File: config.mk
export PLATFORM = sky130hd
export DESIGN_NAME = ctrl_encoder
export DESIGN_NICKNAME = d
export VERILOG_FILES = /design/src/rtl/ctrl_pkg.sv /design/src/rtl/ctrl_onehot_enc.sv /design/src/rtl/ctrl_encoder.sv
export SDC_FILE = /design/constraint.sdc
export NUM_CORES = 1
export LEC_CHECK = 0
export CAP_MARGIN = 15
export CORE_UTILIZATION = 52
export CTS_CLUSTER_DIAMETER = 30
export DETAILED_ROUTE_END_ITERATION = 12
export PLACE_DENSITY = 0.88
export SYNTH_ARGS = -nofsm -noshare
export SYNTH_HDL_FRONTEND = slang
export SYNTH_HIERARCHICAL = 1
export SYNTH_SLANG_ARGS = --single-unit
File: constraint.sdc
create_clock -name clk -period 2.4 [get_ports clk]
set_input_delay 0.24 -clock clk [delete_from_list [all_inputs] [get_ports clk]]
set_output_delay 0.24 -clock clk [all_outputs]
set_load 0.01 [all_outputs]
File: src/rtl/ctrl_pkg.sv
// Shared types for the control-vector encoder: opcode, error kind and skid-buffer state.
package ctrl_pkg;

  localparam int N_CTRL = 8;
  localparam int OPW    = $clog2(N_CTRL);

  typedef logic [OPW-1:0] opcode_t;

  typedef enum logic [1:0] {
    ERR_NONE  = 2'b00,
    ERR_ZERO  = 2'b01,
    ERR_MULTI = 2'b10
  } err_kind_t;

  typedef enum logic [1:0] {
    EMPTY = 2'b00,
    BUSY  = 2'b01,
    FULL  = 2'b10
  } skid_state_t;

endpackage

File: src/rtl/ctrl_onehot_enc.sv
// Combinational control-vector to opcode/err_kind encoder, zero latency, no flow control.
// CTRL_ENC_PRIORITY_EN: multi-hot resolves to the highest set bit and reports no error.
module ctrl_onehot_enc
  import ctrl_pkg::*;
#(
  parameter int N_CTRL = 8,
  parameter int OPW    = $clog2(N_CTRL)
) (
  input  logic [N_CTRL-1:0] in_ctrl,
  output logic [OPW-1:0]    opcode,
  output err_kind_t         err_kind
);

  logic is_zero;
  logic is_multi;

  assign is_zero  = ~|in_ctrl;
  // Clearing the lowest set bit leaves something only if two or more bits were set.
  assign is_multi = |(in_ctrl & (in_ctrl - N_CTRL'(1)));

  always_comb begin
    opcode = '0;
`ifdef CTRL_ENC_PRIORITY_EN
    for (int i = 0; i < N_CTRL; i++) begin
      if (in_ctrl[i]) opcode = OPW'(i);
    end
`else
    for (int i = N_CTRL - 1; i >= 0; i--) begin
      if (in_ctrl[i]) opcode = OPW'(i);
    end
`endif
  end

  always_comb begin
    err_kind = ERR_NONE;
    if (is_zero) begin
      err_kind = ERR_ZERO;
    end else if (is_multi) begin
`ifdef CTRL_ENC_PRIORITY_EN
      err_kind = ERR_NONE;
`else
      err_kind = ERR_MULTI;
`endif
    end
  end

endmodule

File: src/rtl/ctrl_encoder.sv
// One-hot control vector to opcode encoder with 2-entry skid buffer and saturating error count.
// Latency 1 cycle; in_ready drops only when both registers are full. Option: CTRL_ENC_PRIORITY_EN.
module ctrl_encoder
  import ctrl_pkg::*;
#(
  parameter int N_CTRL = 8,
  parameter int OPW    = 3,
  parameter int CNTW   = 8
) (
  input  logic              clk,
  input  logic              rst,
  input  logic              in_valid,
  output logic              in_ready,
  input  logic [N_CTRL-1:0] in_ctrl,
  output logic              out_valid,
  input  logic              out_ready,
  output logic [OPW-1:0]    out_opcode,
  output logic [1:0]        out_err_kind,
  output logic [CNTW-1:0]   err_cnt,
  input  logic              err_cnt_clr
);

  typedef struct packed {
    err_kind_t      kind;
    logic [OPW-1:0] opcode;
  } word_t;

  localparam logic [CNTW-1:0] CNT_MAX = {CNTW{1'b1}};

  logic [OPW-1:0] enc_opcode;
  err_kind_t      enc_kind;
  word_t          enc_word;

  skid_state_t     state_q, state_d;
  word_t           out_q, out_d;
  word_t           skid_q, skid_d;
  logic            out_valid_q, out_valid_d;
  logic            in_ready_q, in_ready_d;
  logic [CNTW-1:0] err_cnt_q, err_cnt_d;

  logic accept;
  logic xfer;
  logic count_err;

  ctrl_onehot_enc #(
    .N_CTRL (N_CTRL),
    .OPW    (OPW)
  ) u_enc (
    .in_ctrl  (in_ctrl),
    .opcode   (enc_opcode),
    .err_kind (enc_kind)
  );

  assign enc_word  = '{kind: enc_kind, opcode: enc_opcode};
  assign accept    = in_valid & in_ready_q;
  assign xfer      = out_valid_q & out_ready;
  assign count_err = accept & (enc_kind != ERR_NONE);

  always_comb begin
    state_d = state_q;
    out_d   = out_q;
    skid_d  = skid_q;
    unique case (state_q)
      EMPTY: begin
        if (accept) begin
          out_d   = enc_word;
          state_d = BUSY;
        end
      end
      BUSY: begin
        if (accept && !xfer) begin
          skid_d  = enc_word;
          state_d = FULL;
        end else if (accept && xfer) begin
          out_d = enc_word;
        end else if (xfer) begin
          state_d = EMPTY;
        end
      end
      FULL: begin
        // in_ready is low here, so only the drain side can move.
        if (xfer) begin
          out_d   = skid_q;
          state_d = BUSY;
        end
      end
      default: state_d = EMPTY;
    endcase
    out_valid_d = (state_d != EMPTY);
    in_ready_d  = (state_d != FULL);
  end

  always_comb begin
    err_cnt_d = err_cnt_q;
    if (err_cnt_clr) begin
      err_cnt_d = count_err ? CNTW'(1) : '0;
    end else if (count_err && err_cnt_q != CNT_MAX) begin
      err_cnt_d = err_cnt_q + CNTW'(1);
    end
  end

  always_ff @(posedge clk or posedge rst) begin
    if (rst) begin
      state_q     <= EMPTY;
      out_q       <= '{kind: ERR_NONE, opcode: '0};
      skid_q      <= '{kind: ERR_NONE, opcode: '0};
      out_valid_q <= 1'b0;
      in_ready_q  <= 1'b1;
      err_cnt_q   <= '0;
    end else begin
      state_q     <= state_d;
      out_q       <= out_d;
      skid_q      <= skid_d;
      out_valid_q <= out_valid_d;
      in_ready_q  <= in_ready_d;
      err_cnt_q   <= err_cnt_d;
    end
  end

  assign in_ready     = in_ready_q;
  assign out_valid    = out_valid_q;
  assign out_opcode   = out_q.opcode;
  assign out_err_kind = out_q.kind;
  assign err_cnt      = err_cnt_q;

endmodule

Yosys cells after proc, flatten, opt, wreduce, memory -nomap -nowiden
Index checks and enable logic that the tools add are counted.
{"block": "word_totals", "ff_bits": 22, "inputBits": 13}
{"block": "op_classes", "n_addsub": 2, "n_eq_ne": 8, "muxes": 24, "n_bitwise": 4, "reduce_logical": 13}
{"cell": "2-to-1 mux 3 bit", "count": 8}
{"cell": "2-to-1 mux 5 bit", "count": 4}
{"cell": "2-to-1 mux 8 bit", "count": 2}
{"cell": "OR reduction 8 bit", "count": 2}
{"cell": "one-hot mux 5 bit (3 select lines)", "count": 1}
{"cell": "2-to-1 mux 2 bit", "count": 7}
{"cell": "inequality test 2 bit (second input constant)", "count": 5}
{"cell": "adder 8 x 1 -> 8 bit (second input constant)", "count": 1}
{"cell": "AND 8 bit", "count": 1}
{"cell": "inequality test 8 bit (second input constant)", "count": 1}
{"cell": "subtractor 8 x 1 -> 8 bit (second input constant)", "count": 1}
{"cell": "one-hot mux 2 bit (3 select lines)", "count": 1}
{"cell": "nonzero test 2 bit", "count": 3}
{"cell": "AND reduction 5 bit", "count": 1}
{"cell": "AND 1 bit", "count": 3}
{"cell": "logical AND 1 bit", "count": 3}
{"cell": "nonzero test 3 bit", "count": 1}
{"cell": "== test 2 x 1 -> 1 bit (second input constant)", "count": 1}
{"cell": "== test 2 bit (second input constant)", "count": 1}
{"cell": "logical NOT 2 bit", "count": 1}
{"cell": "AND reduction 2 bit", "count": 1}
{"cell": "logical NOT 1 bit", "count": 1}
{"cell": "2-to-1 mux 1 bit", "count": 1}

Longest topological paths before layout
Gate-level depths: netlist of run 1.
{"block": "logic_depth", "ltp_word": 11, "depth_mapped": 8, "mapped_depth_nobuf": 7}

By module
The synthesis of run 1 kept the hierarchy.
{"mod": "ctrl_encoder", "n_inst": 1, "cells_per_inst": 97, "area_per_inst_um2": 1062.3}
{"mod": "ctrl_onehot_enc", "n_inst": 1, "cells_per_inst": 22, "area_per_inst_um2": 136.4}

Worst setup path after synthesis of run 1
Ideal clock, no wire load.
{"block": "synth_timing", "kind": "input -> register", "from": "input in_ctrl[3]", "to": "register err_cnt_q[1], in the netlist err_cnt[1]", "arrival_ns": 2.002, "required_time_ns": 2.282, "path_slack_ns": 0.280, "stages": 8, "n_path_buf": 1, "cell_sequence": "or4_4 a2111oi_2 o32ai_1 o211a_4 o21ai_2 clkbuf_8 mux2i_1 nor2_1"}
{"block": "synth_via", "elab_chain_cells": 9}
{"item": "start: declaration", "line_no": "ctrl_encoder.sv:14", "source": "input logic [N_CTRL-1:0] in_ctrl,"}
{"item": "subtractor 8 x 1 -> 8 bit", "line_no": "ctrl_onehot_enc.sv:19", "source": "assign is_multi = |(in_ctrl & (in_ctrl - N_CTRL'(1)));"}
{"item": "AND 8 bit", "line_no": "ctrl_onehot_enc.sv:19"}
{"item": "OR reduction 8 bit", "line_no": "ctrl_onehot_enc.sv:19"}
{"item": "2-to-1 mux 2 bit", "line_no": "ctrl_onehot_enc.sv:38", "source": "end else if (is_multi) begin"}
{"item": "2-to-1 mux 2 bit *", "line_no": "ctrl_onehot_enc.sv:36", "source": "if (is_zero) begin"}
{"item": "net enc_kind[1]", "line_no": "ctrl_encoder.sv:31", "source": "err_kind_t enc_kind;"}
{"item": "nonzero test 2 bit *", "line_no": "ctrl_encoder.sv:57", "source": "assign count_err = accept & (enc_kind != ERR_NONE);"}
{"item": "AND 1 bit *", "line_no": "ctrl_encoder.sv:57"}
{"item": "logical AND 1 bit *", "line_no": "ctrl_encoder.sv:97", "source": "end else if (count_err && err_cnt_q != CNT_MAX) begin"}
{"item": "nonzero test 2 bit (no source line) *"}
{"item": "end signal: assignment", "line_no": "ctrl_encoder.sv:116", "source": "err_cnt_q <= err_cnt_d;"}
{"item": "end: declaration", "line_no": "ctrl_encoder.sv:39", "source": "logic [CNTW-1:0] err_cnt_q, err_cnt_d;"}
Mark *: on every way through the listed nets, which the timed path passes. The rest lies on a longest branch.
A chain may end at the register's enable or synchronous reset.

Worst setup path in the final report of run 1
{"block": "layout_timing", "from": "input in_ctrl[0]", "to": "register err_cnt_q[1], in the netlist err_cnt[1]"}
Same word-level chain as after synthesis.

==> results of run 1 <==
-- cell usage in the layout (no fill, tap or decap), types with 3 or more instances in the layout --
cell type,count
nand2b_1,3
nand2_1,8
mux2_2,5
buf_4,7
mux2i_1,7
dfrtp_1,21
clkbuf_4,3
nor2_1,12
nor3_1,4
nand3_1,3
o21ai_0,3
clkdlybuf4s50_1,27
inv_1,5
a21oi_1,14
-- final cells by class --
cell class | count | area, µm²
clock buffer | 3 | 22.5
clock inverter | 1 | 30.0
fill | 160 | 566
inverter | 5 | 18.8
multi-input combinational | 89 | 644
sequential | 22 | 552
tap | 28 | 35.0
timing repair buffer | 34 | 323
-- logic make-up (layout without fill, tap and decap cells) --
group           count (synthesis)  in the layout  share of synthesized area [%]
compound gates                 32             32                           18.8
fa+ha+maj                       2              2                           1.88
buf+inv                         8             43                           3.97
flops                          22             22                           46.0
mux                            12             12                           10.5
simple gates                   43             43                           18.8
-- what timing repair did --
item	CTS	global route
buffers inserted	0	0
gates resized for setup	0	5
setup endpoints to repair	0	7
-- power by group through the flow --
| stage | sequential [mW] | clock (mW) | combinational, mW |
|---|---|---|---|
| floorplan | 0.613 | 0 | 0.315 |
| global placement | 0.589 | 0 | 0.560 |
| detailed placement | 0.601 | 0 | 0.582 |
| CTS | 0.594 | 0.285 | 0.582 |
| global route | 0.610 | 0.301 | 0.644 |
| finish | 0.597 | 0.282 | 0.587 |
-- worst paths after layout --
| path | end | slack (ns) | cells past startpoint | start |
|---|---|---|---|---|
| min in group clk | skid_q[3] | 0.52 | 1 | skid_q[3] |
| max in group asynchronous | out_valid | 1.52 | 2 | rst |
| worst min register to register | skid_q[3] | 0.52 | 1 | skid_q[3] |
| worst max-delay path | err_cnt[1] | 0.1 | 8 | in_ctrl[0] |
| worst max register to register | err_cnt[7] | 0.65 | 5 | err_cnt[0] |
| worst min-delay path | skid_q[4] | 0.38 | 2 | rst |
-- metal layers --
| layer | part of all wire, % | vias to the layer above | global-route usage, % |
|---|---|---|---|
| met5 | 0 | - | 0 |
| met4 | 0 | 0 | 9.05 |
| met3 | 3.7 | 0 | 4.01 |
| met2 | 52 | 23 | 40.4 |
| met1 | 45 | 520 | 27.4 |
| li1 | - | 511 | - |
-- state kept, by name (all words and copies together) (netlist names) --
| signal | count |
|---|---|
| out_opcode | 3 |
| err_cnt | 8 |
| skid_q | 5 |
| in_ready | 1 |
| state_q | 2 |
| out_valid | 1 |
| out_err_kind | 2 |
-- metrics by stage --
stage               area (µm²)  hold slack [ns]  cells  TNS, ns  setup slack (ns)
finish                    1630            0.381    182        0            0.0969
global route              1630            0.479    182        0            0.0254
CTS                       1580            0.410    182        0          0.000803
detailed placement        1530            0.493    178    -2.11            -0.330
global placement          1530            0.487    178    -1.08            -0.177
floorplan                 1200            0.228    119        0             0.280
==> metrics.cfg, run 1 <==
[status]
status=finished clean

[worst_setup_path]
crit_buf_inv=1
path_max_fanout=13
critPathCaptureType=flip-flop
crit_chain=clkdlybuf4s50_1, or4_4, a2111oi_4, o32ai_2, o211a_4, o21ai_4, mux2i_1, nor2_1
path_delay_family=compound AO/OA/AOI/OAI gates
critPathLaunchType=input port
arrival_ns=2.50
crit_type=input port to flip-flop
crit_path_top_delay_cell=or4_4
max_stage_delay_ns=0.61
cp_data_required_time_ns=2.60

[floorplanning]
io_pins=28
fp.dieW_um=50.0
rows=17
coreArea_um2=2190
dieArea_um2=2500
die_h_um=50.0
initial_core_util_pct=54.7

[global_routing]
grt_max_degree=23
grt_pass1_vias=1049
grt_pass1_wl_um=4350
track_usage_pct=23.0
overflow=0
grt_antenna_before_repair=0

[timing]
worst_slew_pin_slew_ns=0.821
final_max_slew_viol_count=0
rsz0062_at_grt=no
period_share_pct=96.0
period_needed_ns=2.30
max_freq_mhz=434
slew_headroom_pct=45.2
setup_violations=0
worst_clock_skew_ns=0.00406
final_hold_viol_count=0

[power]
seqPwrFrac_pct=40.8
leakage_nw=0.678
power.net_switching_mw=0.493
peakVddDrop_v=0.000665
p_int_mw=0.973
clkPwrFrac_pct=19.2
power.density_nw_per_um2=902
switching_share_pct=33.6
total_power_mw=1.47
pwr-share-comb_pct=40.0

[logic_synthesis]
syn-instance-count=119
synth_common_cells=dfrtp_1 (21), a21oi_1 (14), nor2_1 (12), nand2_1 (8), mux2i_1 (7)
yosysUniqueCellTypes=41
synth_most_common_cell=dfrtp_1
yosys_warnings=6
synth_edf_count=0
synthFlopType=dfrtp_1
syn_area_um2=1200
syn-num-nets=133
yosys-top-cells-area=dfrtp_1 (44%), a21oi_1 (5.8%), mux2i_1 (5.8%)
ys_async_sr_fraction_pct=100
yosys.area.top_type_share_pct=43.8
seq_area_frac_synth_pct=46.0
ys_ff_latch=22
synth_largest_area_cell=dfrtp_1
synth_area_per_cell_um2=10.1

[clock_tree]
cts_htree_levels=1
cts_tree=built
cts-root-buf=clkbuf_4
clock_latency_ns=0.30
cts_hold_buf=0
clk_pin_slew_ns=0.12
cts_buffers=3
clock-sinks=22
clock_path_buffers=2

[place]
gp_congestion=0.775
io_buffers=27
dp_hpwl_um=1960

[routing]
drc=0
firstDrtPassIters=6
wl_um=2660
first_iter_violations=9
via_per_inst=5.79
detail-route-antenna-nets=0
avgRoutedWirePerCell_um=14.6
vias=1054

[cells_and_area]
diodes=0
area_growth_pct=35.6
final_nets=169
layout-drive-gt1-share_pct=16.2
fin_util_pct=74.2

[min_path]
min_path_type=input port to asynchronous set/reset pin

[job]
cap_violations=0

(Power assumes the default switching activity.)
==> run 2: changes to the inputs <==
--- a/config.mk
+++ b/config.mk
@@ -9,7 +9,8 @@
 export CORE_UTILIZATION = 52
 export CTS_CLUSTER_DIAMETER = 30
 export DETAILED_ROUTE_END_ITERATION = 12
-export PLACE_DENSITY = 0.88
+export PLACE_DENSITY = 0.83
+export SLEW_MARGIN = 25
 export SYNTH_ARGS = -nofsm -noshare
 export SYNTH_HDL_FRONTEND = slang
 export SYNTH_HIERARCHICAL = 1
==> run 2 against run 1 <==
Final area shrank 1.2%. Flip-flop and latch count is the same. First-iteration DRC count grew to 2.8 times the previous value. Clock power shrank 42%. Cell count grew 0.55%. Critical path depth shrank 1. Routed wire length grew 3.1%. Global-route usage grew 0.51 points. Power shrank 7.8%. Worst setup slack lost 0.0062 ns. Utilization shrank 0.86 points. Combinational power grew 1%.
==> metrics.cfg, run 2 (synthesized netlist as in run 1, its figures left out) <==
[routing]
avgRoutedWirePerCell_um=15.0
detail-route-antenna-nets=0
vias=1067
drc=0
via_per_inst=5.83
wl_um=2740
first_iter_violations=25
firstDrtPassIters=4

[power]
total_power_mw=1.35
power.density_nw_per_um2=841
leakage_nw=0.670
peakVddDrop_v=0.000663

[worst_setup_path]
critPathCaptureType=flip-flop
arrival_ns=2.53
critPathLaunchType=input port
cp_data_required_time_ns=2.62
crit_chain=clkdlybuf4s50_1, or4_4, nor2_1, o211a_4, o21ai_4, or4_1, a21oi_1
rr_worst_depth=5
crit_path_top_delay_cell=or4_4
max_stage_delay_ns=0.62
reg2reg_slack_ns=0.66
path_max_fanout=13
crit_type=input port to flip-flop

[floorplanning]
dieArea_um2=2500
coreArea_um2=2190
die_h_um=50.0
rows=17
initial_core_util_pct=54.7
io_pins=28
fp.dieW_um=50.0

[cells_and_area]
largest_reg_flops=8
final_cell_mix=clkdlybuf4s50_1 (27), dfrtp_1 (21), a21oi_1 (14)
final_cells=183
final_nets=170
layout_commonest_cell=clkdlybuf4s50_1
area_growth_pct=34.0
layout-drive-gt1-share_pct=16.1
stdcell_area_um2=1610
diodes=0

[status]
status=finished clean

[clock_tree]
clk_pin_slew_ns=0.11
cts_htree_levels=1
post_cts_buffers=0
clock-sinks=22
clock_latency_ns=0.29
cts_buffers=3
cts-root-buf=clkbuf_4
cts_tree=built
clock_path_buffers=2
cts_hold_buf=0

[timing]
setup-tns-final_ns=0
hold-worst-slack_ns=0.393
final_hold_viol_count=0
max_freq_mhz=433
period_share_pct=96.2
period_needed_ns=2.31
final_max_slew_viol_count=0
worst_slew_pin_slew_ns=0.811
rsz0062_at_grt=no
slew_headroom_pct=45.9
worst_clock_skew_ns=0.00561
setup_violations=0

[global_routing]
track_usage_pct=23.5
grt_antenna_before_repair=0
grt_max_degree=23
grt_pass1_wl_um=4400
grt_pass1_vias=1008
overflow=0

[place]
io_buffers=27
dp_hpwl_um=2040
dp.cells=179
postPlaceCellArea_um2=1540
gp_congestion=0.753

[min_path]
min_path_type=input port to asynchronous set/reset pin

[job]
cap_violations=0

==> run 2: cell types whose count changed in the layout (fill, tap and decap cells not counted), sizes merged <==
cell    previous run  this run
buf                7         8
clkbuf             3         4
bufinv             1         0
==> run 2: report_power, final <==
part / leakage, nW / internal, mW / switching, mW / total [mW]
clock: 0.0150 / 0.0646 / 0.0990 / 0.164
sequential: 0.275 / 0.491 / 0.103 / 0.594
combinational: 0.380 / 0.314 / 0.280 / 0.594
==> run 2: what timing repair did <==
item                                    4_1_cts  5_1_grt
pin swaps                                     0        2
resized for setup                             1        4
gates cloned                                  0        0
endpoints found under the setup margin        1        7
==> run 2: worst paths after layout <==
path                             from    endpoint
min in group clk            skid_q[4]   skid_q[4]
setup / recovery           in_ctrl[0]  err_cnt[7]
hold reg to reg             skid_q[4]   skid_q[4]
setup reg to reg           err_cnt[0]  err_cnt[7]
max in group asynchronous         rst  err_cnt[2]
hold / removal                    rst   skid_q[4]
==> run 2: routing by layer <==
metal  wire, µm  GRT usage [%]  vias up
li1           -              -      518
met1       1200           30.0      512
met2       1410           39.6       33
met3         94           1.85        4
met4         40           11.9        0
met5          0              0        -
==> run 2: layout make-up <==
class,count,area [µm²]
multi-input cells,89,644
fillers,161,584
flip-flops and latches,22,552
repair buffers,35,330
well taps,28,35.0
clock buffers,4,26.3
inverters,5,18.8
==> run 2: worst max-delay path: cells and delay by family <==
family	cells	cell delay [ns]
AOI/OAI and AO/OA	3	0.49
and+or+nand+nor	3	1.34
buffers and inverters	1	0.46
==> run 2: through the flow <==
stage	setup WS, ns	utilization, %
floorplan	0.280	-
global placement	-0.182	70.1
detailed placement	-0.327	70.1
CTS	0.0623	71.6
global route	0.00111	73.3
finish	0.0907	73.3
